## src/rtl/dmem_arbiter_if.sv

```systemverilog
// dmem_req_if: one requester's valid/ready bus toward the data-memory arbiter.
//   master modport : used by the requester (core or loader)
//   slave modport  : used by the arbiter
// Signals:
//   valid/ready    request handshake, accepted when both are high
//   we             1 = write, 0 = read
//   addr/wdata/be  byte address, write data, byte enables
//   rvalid/rdata   registered read response, one cycle after acceptance
`timescale 1ns/1ps
interface dmem_req_if #(
  parameter int AW = 32,
  parameter int DW = 32
);
  logic            valid;
  logic            ready;
  logic            we;
  logic [AW-1:0]   addr;
  logic [DW-1:0]   wdata;
  logic [DW/8-1:0] be;
  logic            rvalid;
  logic [DW-1:0]   rdata;

  modport master (
    output valid, we, addr, wdata, be,
    input  ready, rvalid, rdata
  );

  modport slave (
    input  valid, we, addr, wdata, be,
    output ready, rvalid, rdata
  );
endinterface

```

## src/rtl/dmem_arbiter.sv

```systemverilog
// dmem_arbiter: shares one data memory between the core data port (m0) and the
// debug/loader port (m1). Round-robin per-cycle arbitration, with a bounded
// priority lock that the loader can request for bursts.
// Ports:
//   clk        system clock, rising edge
//   reset      asynchronous, active-low (0 = in reset)
//   m0, m1     requester buses (dmem_req_if.slave)
//   m1_lock    loader asks for priority / burst lock
//   mem_we, mem_addr, mem_wdata, mem_be   request toward dmem
//   mem_rdata  combinational read data from dmem
`timescale 1ns/1ps
module dmem_arbiter #(
  parameter int AW       = 32,
  parameter int DW       = 32,
  parameter int MAX_LOCK = 4
) (
  input  logic            clk,
  input  logic            reset,
  dmem_req_if.slave       m0,
  dmem_req_if.slave       m1,
  input  logic            m1_lock,
  output logic            mem_we,
  output logic [AW-1:0]   mem_addr,
  output logic [DW-1:0]   mem_wdata,
  output logic [DW/8-1:0] mem_be,
  input  logic [DW-1:0]   mem_rdata
);

  localparam logic [3:0] MAX_CNT = 4'(MAX_LOCK);

  logic       grant0;
  logic       grant1;
  logic       last_grant;
  logic [3:0] lock_cnt;

  // Grants are blocked while reset is held so that ready and the dmem
  // request fall to idle immediately, and a half-issued write never commits.
  always_comb begin
    grant0 = 1'b0;
    grant1 = 1'b0;
    if (reset) begin
      if (m0.valid && !m1.valid) begin
        grant0 = 1'b1;
      end else if (m1.valid && !m0.valid) begin
        grant1 = 1'b1;
      end else if (m0.valid && m1.valid) begin
        if (m1_lock && (lock_cnt < MAX_CNT)) begin
          grant1 = 1'b1;
        end else if (last_grant) begin
          grant0 = 1'b1;
        end else begin
          grant1 = 1'b1;
        end
      end
    end
  end

  assign m0.ready = grant0;
  assign m1.ready = grant1;

  // Winner's request goes straight to dmem; an idle cycle drives all zeros.
  // A write with no byte enabled still handshakes but never strobes dmem.
  always_comb begin
    mem_we    = 1'b0;
    mem_addr  = '0;
    mem_wdata = '0;
    mem_be    = '0;
    if (grant0) begin
      mem_we    = m0.we & (|m0.be);
      mem_addr  = m0.addr;
      mem_wdata = m0.wdata;
      mem_be    = m0.be;
    end else if (grant1) begin
      mem_we    = m1.we & (|m1.be);
      mem_addr  = m1.addr;
      mem_wdata = m1.wdata;
      mem_be    = m1.be;
    end
  end

  // Round-robin pointer, lock counter and the one-cycle read response.
  // lock_cnt only counts loader grants that actually made the core wait;
  // once it saturates the lock rule stops applying and round-robin hands the
  // next contended cycle to the core, which clears the count.
  always_ff @(posedge clk or negedge reset) begin
    if (!reset) begin
      last_grant <= 1'b1;
      lock_cnt   <= '0;
      m0.rvalid  <= 1'b0;
      m0.rdata   <= '0;
      m1.rvalid  <= 1'b0;
      m1.rdata   <= '0;
    end else begin
      if (grant0) begin
        last_grant <= 1'b0;
      end else if (grant1) begin
        last_grant <= 1'b1;
      end

      if (grant0 || !m1_lock) begin
        lock_cnt <= '0;
      end else if (grant1 && m0.valid && (lock_cnt < MAX_CNT)) begin
        lock_cnt <= lock_cnt + 4'd1;
      end

      m0.rvalid <= grant0 & ~m0.we;
      m1.rvalid <= grant1 & ~m1.we;
      if (grant0 && !m0.we) begin
        m0.rdata <= mem_rdata;
      end
      if (grant1 && !m1.we) begin
        m1.rdata <= mem_rdata;
      end
    end
  end

endmodule

```

## src/flat_wrapper.sv

```systemverilog
// flat-port wrapper written by rule: the top's interface ports become plain ports
module dmem_arbiter_flat 
#(
  parameter int AW       = 32,
  parameter int DW       = 32,
  parameter int MAX_LOCK = 4
)
  (clk, reset, m1_lock, mem_we, mem_addr, mem_wdata, mem_be, mem_rdata, m0_valid, m0_we, m0_addr, m0_wdata, m0_be, m0_ready, m0_rvalid, m0_rdata, m1_valid, m1_we, m1_addr, m1_wdata, m1_be, m1_ready, m1_rvalid, m1_rdata);
  dmem_req_if #(.AW(AW), .DW(DW)) m0_i ();
  dmem_req_if #(.AW(AW), .DW(DW)) m1_i ();
  input  logic clk;
  input  logic reset;
  input  logic m1_lock;
  output logic mem_we;
  output logic [AW-1:0] mem_addr;
  output logic [DW-1:0] mem_wdata;
  output logic [DW/8-1:0] mem_be;
  input  logic [DW-1:0] mem_rdata;
  input wire logic [$bits(m0_i.valid)-1:0] m0_valid;
  input wire logic [$bits(m0_i.we)-1:0] m0_we;
  input wire logic [$bits(m0_i.addr)-1:0] m0_addr;
  input wire logic [$bits(m0_i.wdata)-1:0] m0_wdata;
  input wire logic [$bits(m0_i.be)-1:0] m0_be;
  output wire logic [$bits(m0_i.ready)-1:0] m0_ready;
  output wire logic [$bits(m0_i.rvalid)-1:0] m0_rvalid;
  output wire logic [$bits(m0_i.rdata)-1:0] m0_rdata;
  input wire logic [$bits(m1_i.valid)-1:0] m1_valid;
  input wire logic [$bits(m1_i.we)-1:0] m1_we;
  input wire logic [$bits(m1_i.addr)-1:0] m1_addr;
  input wire logic [$bits(m1_i.wdata)-1:0] m1_wdata;
  input wire logic [$bits(m1_i.be)-1:0] m1_be;
  output wire logic [$bits(m1_i.ready)-1:0] m1_ready;
  output wire logic [$bits(m1_i.rvalid)-1:0] m1_rvalid;
  output wire logic [$bits(m1_i.rdata)-1:0] m1_rdata;
  assign m0_i.valid = m0_valid;
  assign m0_i.we = m0_we;
  assign m0_i.addr = m0_addr;
  assign m0_i.wdata = m0_wdata;
  assign m0_i.be = m0_be;
  assign m0_ready = m0_i.ready;
  assign m0_rvalid = m0_i.rvalid;
  assign m0_rdata = m0_i.rdata;
  assign m1_i.valid = m1_valid;
  assign m1_i.we = m1_we;
  assign m1_i.addr = m1_addr;
  assign m1_i.wdata = m1_wdata;
  assign m1_i.be = m1_be;
  assign m1_ready = m1_i.ready;
  assign m1_rvalid = m1_i.rvalid;
  assign m1_rdata = m1_i.rdata;
  dmem_arbiter #(.AW(AW), .DW(DW), .MAX_LOCK(MAX_LOCK)) u_core (.clk(clk), .reset(reset), .m0(m0_i), .m1(m1_i), .m1_lock(m1_lock), .mem_we(mem_we), .mem_addr(mem_addr), .mem_wdata(mem_wdata), .mem_be(mem_be), .mem_rdata(mem_rdata));
endmodule
```

## config.mk

```make
export PLATFORM = sky130hd
export DESIGN_NAME = dmem_arbiter_flat
export DESIGN_NICKNAME = d
export VERILOG_FILES = /design/src/rtl/dmem_arbiter_if.sv /design/src/rtl/dmem_arbiter.sv /design/src/flat_wrapper.sv
export SDC_FILE = /design/constraint.sdc
export NUM_CORES = 1
export LEC_CHECK = 0
export ABC_AREA = 1
export BUFFER_PORTS_ARGS = -buffer_cell sky130_fd_sc_hd__buf_2
export CAP_MARGIN = 15
export CORE_MARGIN = 2
export CORE_UTILIZATION = 25
export DETAILED_ROUTE_END_ITERATION = 12
export GPL_TIMING_DRIVEN = 0
export PLACE_DENSITY = 0.53
export REMOVE_ABC_BUFFERS = 1
export SYNTH_ARGS = -nofsm -noshare
export SYNTH_HDL_FRONTEND = slang
export SYNTH_SLANG_ARGS = --single-unit
```

## constraint.sdc

```tcl
create_clock -name clk -period 3.7 [get_ports clk]
set_input_delay 0.185 -clock clk [delete_from_list [all_inputs] [get_ports clk]]
set_output_delay 0.185 -clock clk [all_outputs]
set_load 0.01 [all_outputs]
```

; Yosys cells after proc, flatten, opt, wreduce, memory -nomap -nowiden
; Index checks and enable logic that the tools add are counted.
[totals]
regBits = 71
in_bits = 175
output_inout_bits = 137
wordCells = 56
[op_classes]
add_sub_neg = 1
n_lt_le_gt_ge = 1
mux = 24
bitwise_logic = 6
reduce_logical = 18
[ops]
columns = operator, count
row1 = $mux 32, 4
row2 = $mux 1, 16
row3 = $mux 4, 4
row4 = $logic_and 1x1->1, 8
row5 = $reduce_or 4->1, 2
row6 = $logic_not 1->1, 5
row7 = $add 4x1->4 const B, 1
row8 = $and 1x1->1, 4
row9 = $lt 4x3->1 const B, 1
row10 = $reduce_bool 2->1, 2
row11 = $not 1->1, 2
row12 = $logic_or 1x1->1, 1

; Depth between registers and ports, before layout
[depth]
depth_word = 11
mapped_depth = 9
depth_no_buf = 7

; Worst setup path before layout
; Ideal clock, no wire load.
[synth_path]
path_type = flip-flop to output port
start = register u_core.lock_cnt[3]
end = output port mem_be[0]
t_arrival_ns = 1.237
t_required_ns = 3.515
slack_ns = 2.278
path_stages_with_launch = 8
n_path_buf = 2
path_cell_list = dfrtp_1 nor2_1 nand2_2 nand2_4 nand2_4 buf_6 buf_6 o21ai_0
[synth_via]
elab_chain_len = 9
word_cells_on_any_way = 14
cone_classes = order compare (1) / mux (12) / reduce/logical (1)
[synth_rtl]
columns = item, line
row1 = "start, declared", dmem_arbiter.sv:34  ; logic [3:0] lock_cnt;
row2 = "start signal, assigned", dmem_arbiter.sv:103  ; lock_cnt <= lock_cnt + 4'd1;
row3 = $lt 4x3->1 *, dmem_arbiter.sv:47  ; if (m1_lock && (lock_cnt < MAX_CNT)) begin
row4 = $logic_and 1x1->1 *, dmem_arbiter.sv:47
row5 = $mux 1, dmem_arbiter.sv:47
row6 = $mux 1, dmem_arbiter.sv:46  ; end else if (m0.valid && m1.valid) begin
row7 = $mux 1, dmem_arbiter.sv:44  ; end else if (m1.valid && !m0.valid) begin
row8 = $mux 1, dmem_arbiter.sv:42  ; if (m0.valid && !m1.valid) begin
row9 = $mux 1, dmem_arbiter.sv:41  ; if (reset) begin
row10 = $mux 4, dmem_arbiter.sv:73  ; end else if (grant1) begin
row11 = $mux 4 *, dmem_arbiter.sv:68  ; if (grant0) begin
row12 = "end, declared", flat_wrapper.sv:17  ; output logic [DW/8-1:0] mem_be;
; Mark *: on every way between the ends. The rest lies on a longest branch, timed or not.

; Worst setup path in the final report
[layout_path]
start = input port reset
end = output port mem_wdata[0]
[layout_via]
elab_chain_len = 3
word_cells_on_any_way = 4
cone_classes = mux (4)
[layout_rtl]
columns = item, line
row1 = "start, declared", flat_wrapper.sv:12  ; input logic reset;
row2 = $mux 1, dmem_arbiter.sv:41
row3 = $mux 32, dmem_arbiter.sv:73
row4 = $mux 32 *, dmem_arbiter.sv:68
row5 = "end, declared", flat_wrapper.sv:16  ; output logic [DW-1:0] mem_wdata;
; Marks and branches as above.

==> flow_metrics.py <==
metrics = {
    "outcome": {
        "status": "finished clean",
    },
    "sta": {
        "fin_hold_ws_ps": 66.1,
        "timing.final.crit_share": 0.887,
        "worst_pin_slew_ps": 1080,
        "setup_viol": 0,
        "rsz0062_at_grt": "no",
        "max_freq_mhz": 305,
        "hold_viol_final": 0,
        "fin_crit_ps": 3280,
        "drv_slew": 0,
        "skew_ps": 7.78,
        "slew_headroom": 0.278,
    },
    "worst_setup_path": {
        "r2r-start": "u_core.last_grant",
        "regToRegEndpoint": "u_core.m0.rdata[20]",
        "reg2reg_slack_ps": 1180,
        "crit_family": "buffers and inverters",
        "crit_chain": "dlygate4sd3_1 -> buf_4 -> nand2_1 -> clkinv_2 -> nand2_4 -> inv_2 -> nand2_1 -> nand2_1 -> buf_2",
        "path_class": "input pin to output port",
        "path_max_fanout": 66,
        "r2r.worst_path.cells": 5,
        "path_depth": 9,
        "required_ps": 3510,
        "end_kind": "output port",
        "crit_top_cell": "nand2_1",
        "arrival_ps": 3100,
        "critPathMaxStageDelay_ps": 900,
        "cp.buffers_inverters": 5,
        "critical_path.startpoint_type": "input pin",
        "crit_slowest_cell": "inv_2",
    },
    "routing": {
        "routed-wl-met3_um": 1750,
        "via_per_inst": 4.53,
        "wl_per_cell_um": 16.7,
        "top_layer_used": "met4",
        "drc": 0,
        "route.met2.wl_um": 8120,
        "firstDrtPassIters": 4,
        "ant_nets": 0,
        "routed_wl_um": 17300,
        "drtIter0Drc": 182,
        "num_vias": 4696,
        "drt-met1-wl_um": 7040,
    },
    "pwr": {
        "vdd_drop_max_mv": 0.262,
        "power.leakage_uw": 0.00364,
        "power.density_nw_per_um2": 449,
        "power_uw": 2650,
    },
    "cts": {
        "cts_max_path_buffers": 2,
        "clock_sinks": 71,
        "clock_latency_ps": 340,
        "cts_root_buffer": "clkbuf_16",
        "hold_buffers": 1,
        "cts_buffers": 9,
        "htreeDepth": 3,
        "cts_tree": "built",
        "cts.repair.resized": 0,
        "cts_setup_buffers": 0,
        "clkTransAtPathRegs_ps": 60,
    },
    "hold_path": {
        "hp-class": "input pin to flip-flop",
        "min_from": "mem_rdata[9]",
        "min_path_cells": 3,
        "holdPathEnd": "u_core.m1.rdata[9]",
    },
    "placement": {
        "io_buffers": 311,
        "place_inst": 1017,
        "dp_hpwl_um": 13000,
        "place.gp.congestion": 0.858,
    },
    "yosys": {
        "syn-instance-count": 549,
        "ys_warn_count": 0,
        "synth_seq_cells": 71,
        "mappedNetlistArea_um2": 3890,
        "ys_seq_area_frac": 0.457,
        "ys_types": 25,
        "syn_area_per_cell_um2": 7.08,
    },
    "layout": {
        "n_fill_cell": 1682,
        "final_nets": 1017,
        "area.growth.synth_to_final_pct": 51.8,
        "final_layout_size_suffix_gt1_frac": 0.405,
        "final_cells": 1036,
    },
    "grt": {
        "grt_overflow": 0,
        "grt_pass1_vias": 4583,
        "grt_pass1_wl_um": 25400,
        "antenna_found_initial": 2,
        "grtUsageTotal": 0.202,
        "grt_max_degree": 67,
    },
    "floorplan": {
        "core_um2": 15200,
        "fp.dieH_um": 129,
        "initial_core_util": 0.256,
        "die_area_um2": 16600,
        "num_io_pins": 312,
        "num_rows": 45,
        "die_w_um": 129,
    },
    "run": {
        "max_cap_violations": 0,
    },
}
-- cells in the final DEF (no fill, tap or decap), drive strengths merged --
cell / count
a21oi: 4
buf: 316
bufinv: 2
clkbuf: 10
clkinv: 8
dfrtp: 70
dfstp: 1
diode: 2
dlygate4sd3: 1
ha: 1
inv: 11
nand2: 341
nand3: 3
nand4: 36
nor2: 5
nor3: 1
o21ai: 35
o22ai: 1
-- layout make-up --
cell class / instances / area (um2) / area share
clock inverters: 6 / 83.8 / 0.0142
well taps: 188 / 235 / 0.0399
diodes: 2 / 5.00 / 0.000848
inverters: 15 / 57.6 / 0.00975
multi-input cells: 427 / 1800 / 0.306
flip-flops and latches: 71 / 1780 / 0.301
clock buffers: 10 / 239 / 0.0405
repair buffers: 317 / 1700 / 0.288
-- Yosys cell counts --
cell / n / area [um2]
a21oi_1: 3 / 15.0
a21oi_4: 1 / 16.3
buf_2: 10 / 50.1
buf_4: 7 / 52.6
buf_6: 10 / 113
clkbuf_1: 9 / 33.8
clkinv_1: 3 / 11.3
clkinv_2: 1 / 5.00
dfrtp_1: 70 / 1750
dfstp_2: 1 / 26.3
ha_1: 1 / 12.5
inv_1: 10 / 37.5
inv_2: 1 / 3.75
nand2_1: 336 / 1260
nand2_2: 3 / 18.8
nand2_4: 2 / 22.5
nand3_1: 2 / 10.0
nand3_2: 1 / 10.0
nand4_1: 36 / 225
nor2_1: 4 / 15.0
nor2_4: 1 / 11.3
nor3_1: 1 / 5.00
o21ai_0: 26 / 130
o21ai_1: 9 / 45.0
o22ai_1: 1 / 6.26
-- power breakdown --
part | switching, uW | leakage (uW) | internal (uW) | total [uW]
clock network | 325 | 0.000162 | 606 | 930
logic | 431 | 0.00259 | 293 | 724
registers | 72.8 | 0.000895 | 921 | 993
-- registers in the layout, summed over array words and instances (netlist names) --
signal	cells
u_core.m1.rdata	32
u_core.m0.rvalid	1
u_core.m0.rdata	32
u_core.lock_cnt	4
u_core.last_grant	1
u_core.m1.rvalid	1
-- metal layers --
layer	vias to the layer above	global-route usage
met1	2128	0.245
met2	218	0.338
met4	0	0.0729
li1	2324	-
met3	26	0.0649
met5	-	0
-- cell families (layout without fill, tap and decap cells) --
group	Yosys count	after routing	synth area share
compound gates	40	40	0.0547
buf+inv	51	348	0.0788
simple gates	386	386	0.406
other cells	0	2	0
fa+ha+maj	1	1	0.00322
flops	71	71	0.457
-- worst min-delay path, cell delays in order --
cell,delay (ps)
buf_2,90
nand2_1,50
nand2_1,50
-- how the worst max path moves through the flow --
stage                    endpoint  slack [ps]               from
detailed placement   mem_wdata[0]         910              reset
floorplan               mem_be[0]        1750  u_core.last_grant
global route         mem_wdata[0]         130              reset
finish               mem_wdata[0]         420              reset
global placement    mem_wdata[13]        -380              reset
CTS                  mem_wdata[0]         370              reset
-- stage by stage --
step                 util  setup WS [ps]  cell area, um2  setup TNS (ps)
detailed placement  0.366            907            5560               0
CTS                 0.388            372            5900               0
floorplan               -           1750            3640               0
global route        0.388            129            5900               0
global placement    0.357           -377            5430          -14610
finish              0.388            418            5900               0
Power figures use the tool's default switching activity.
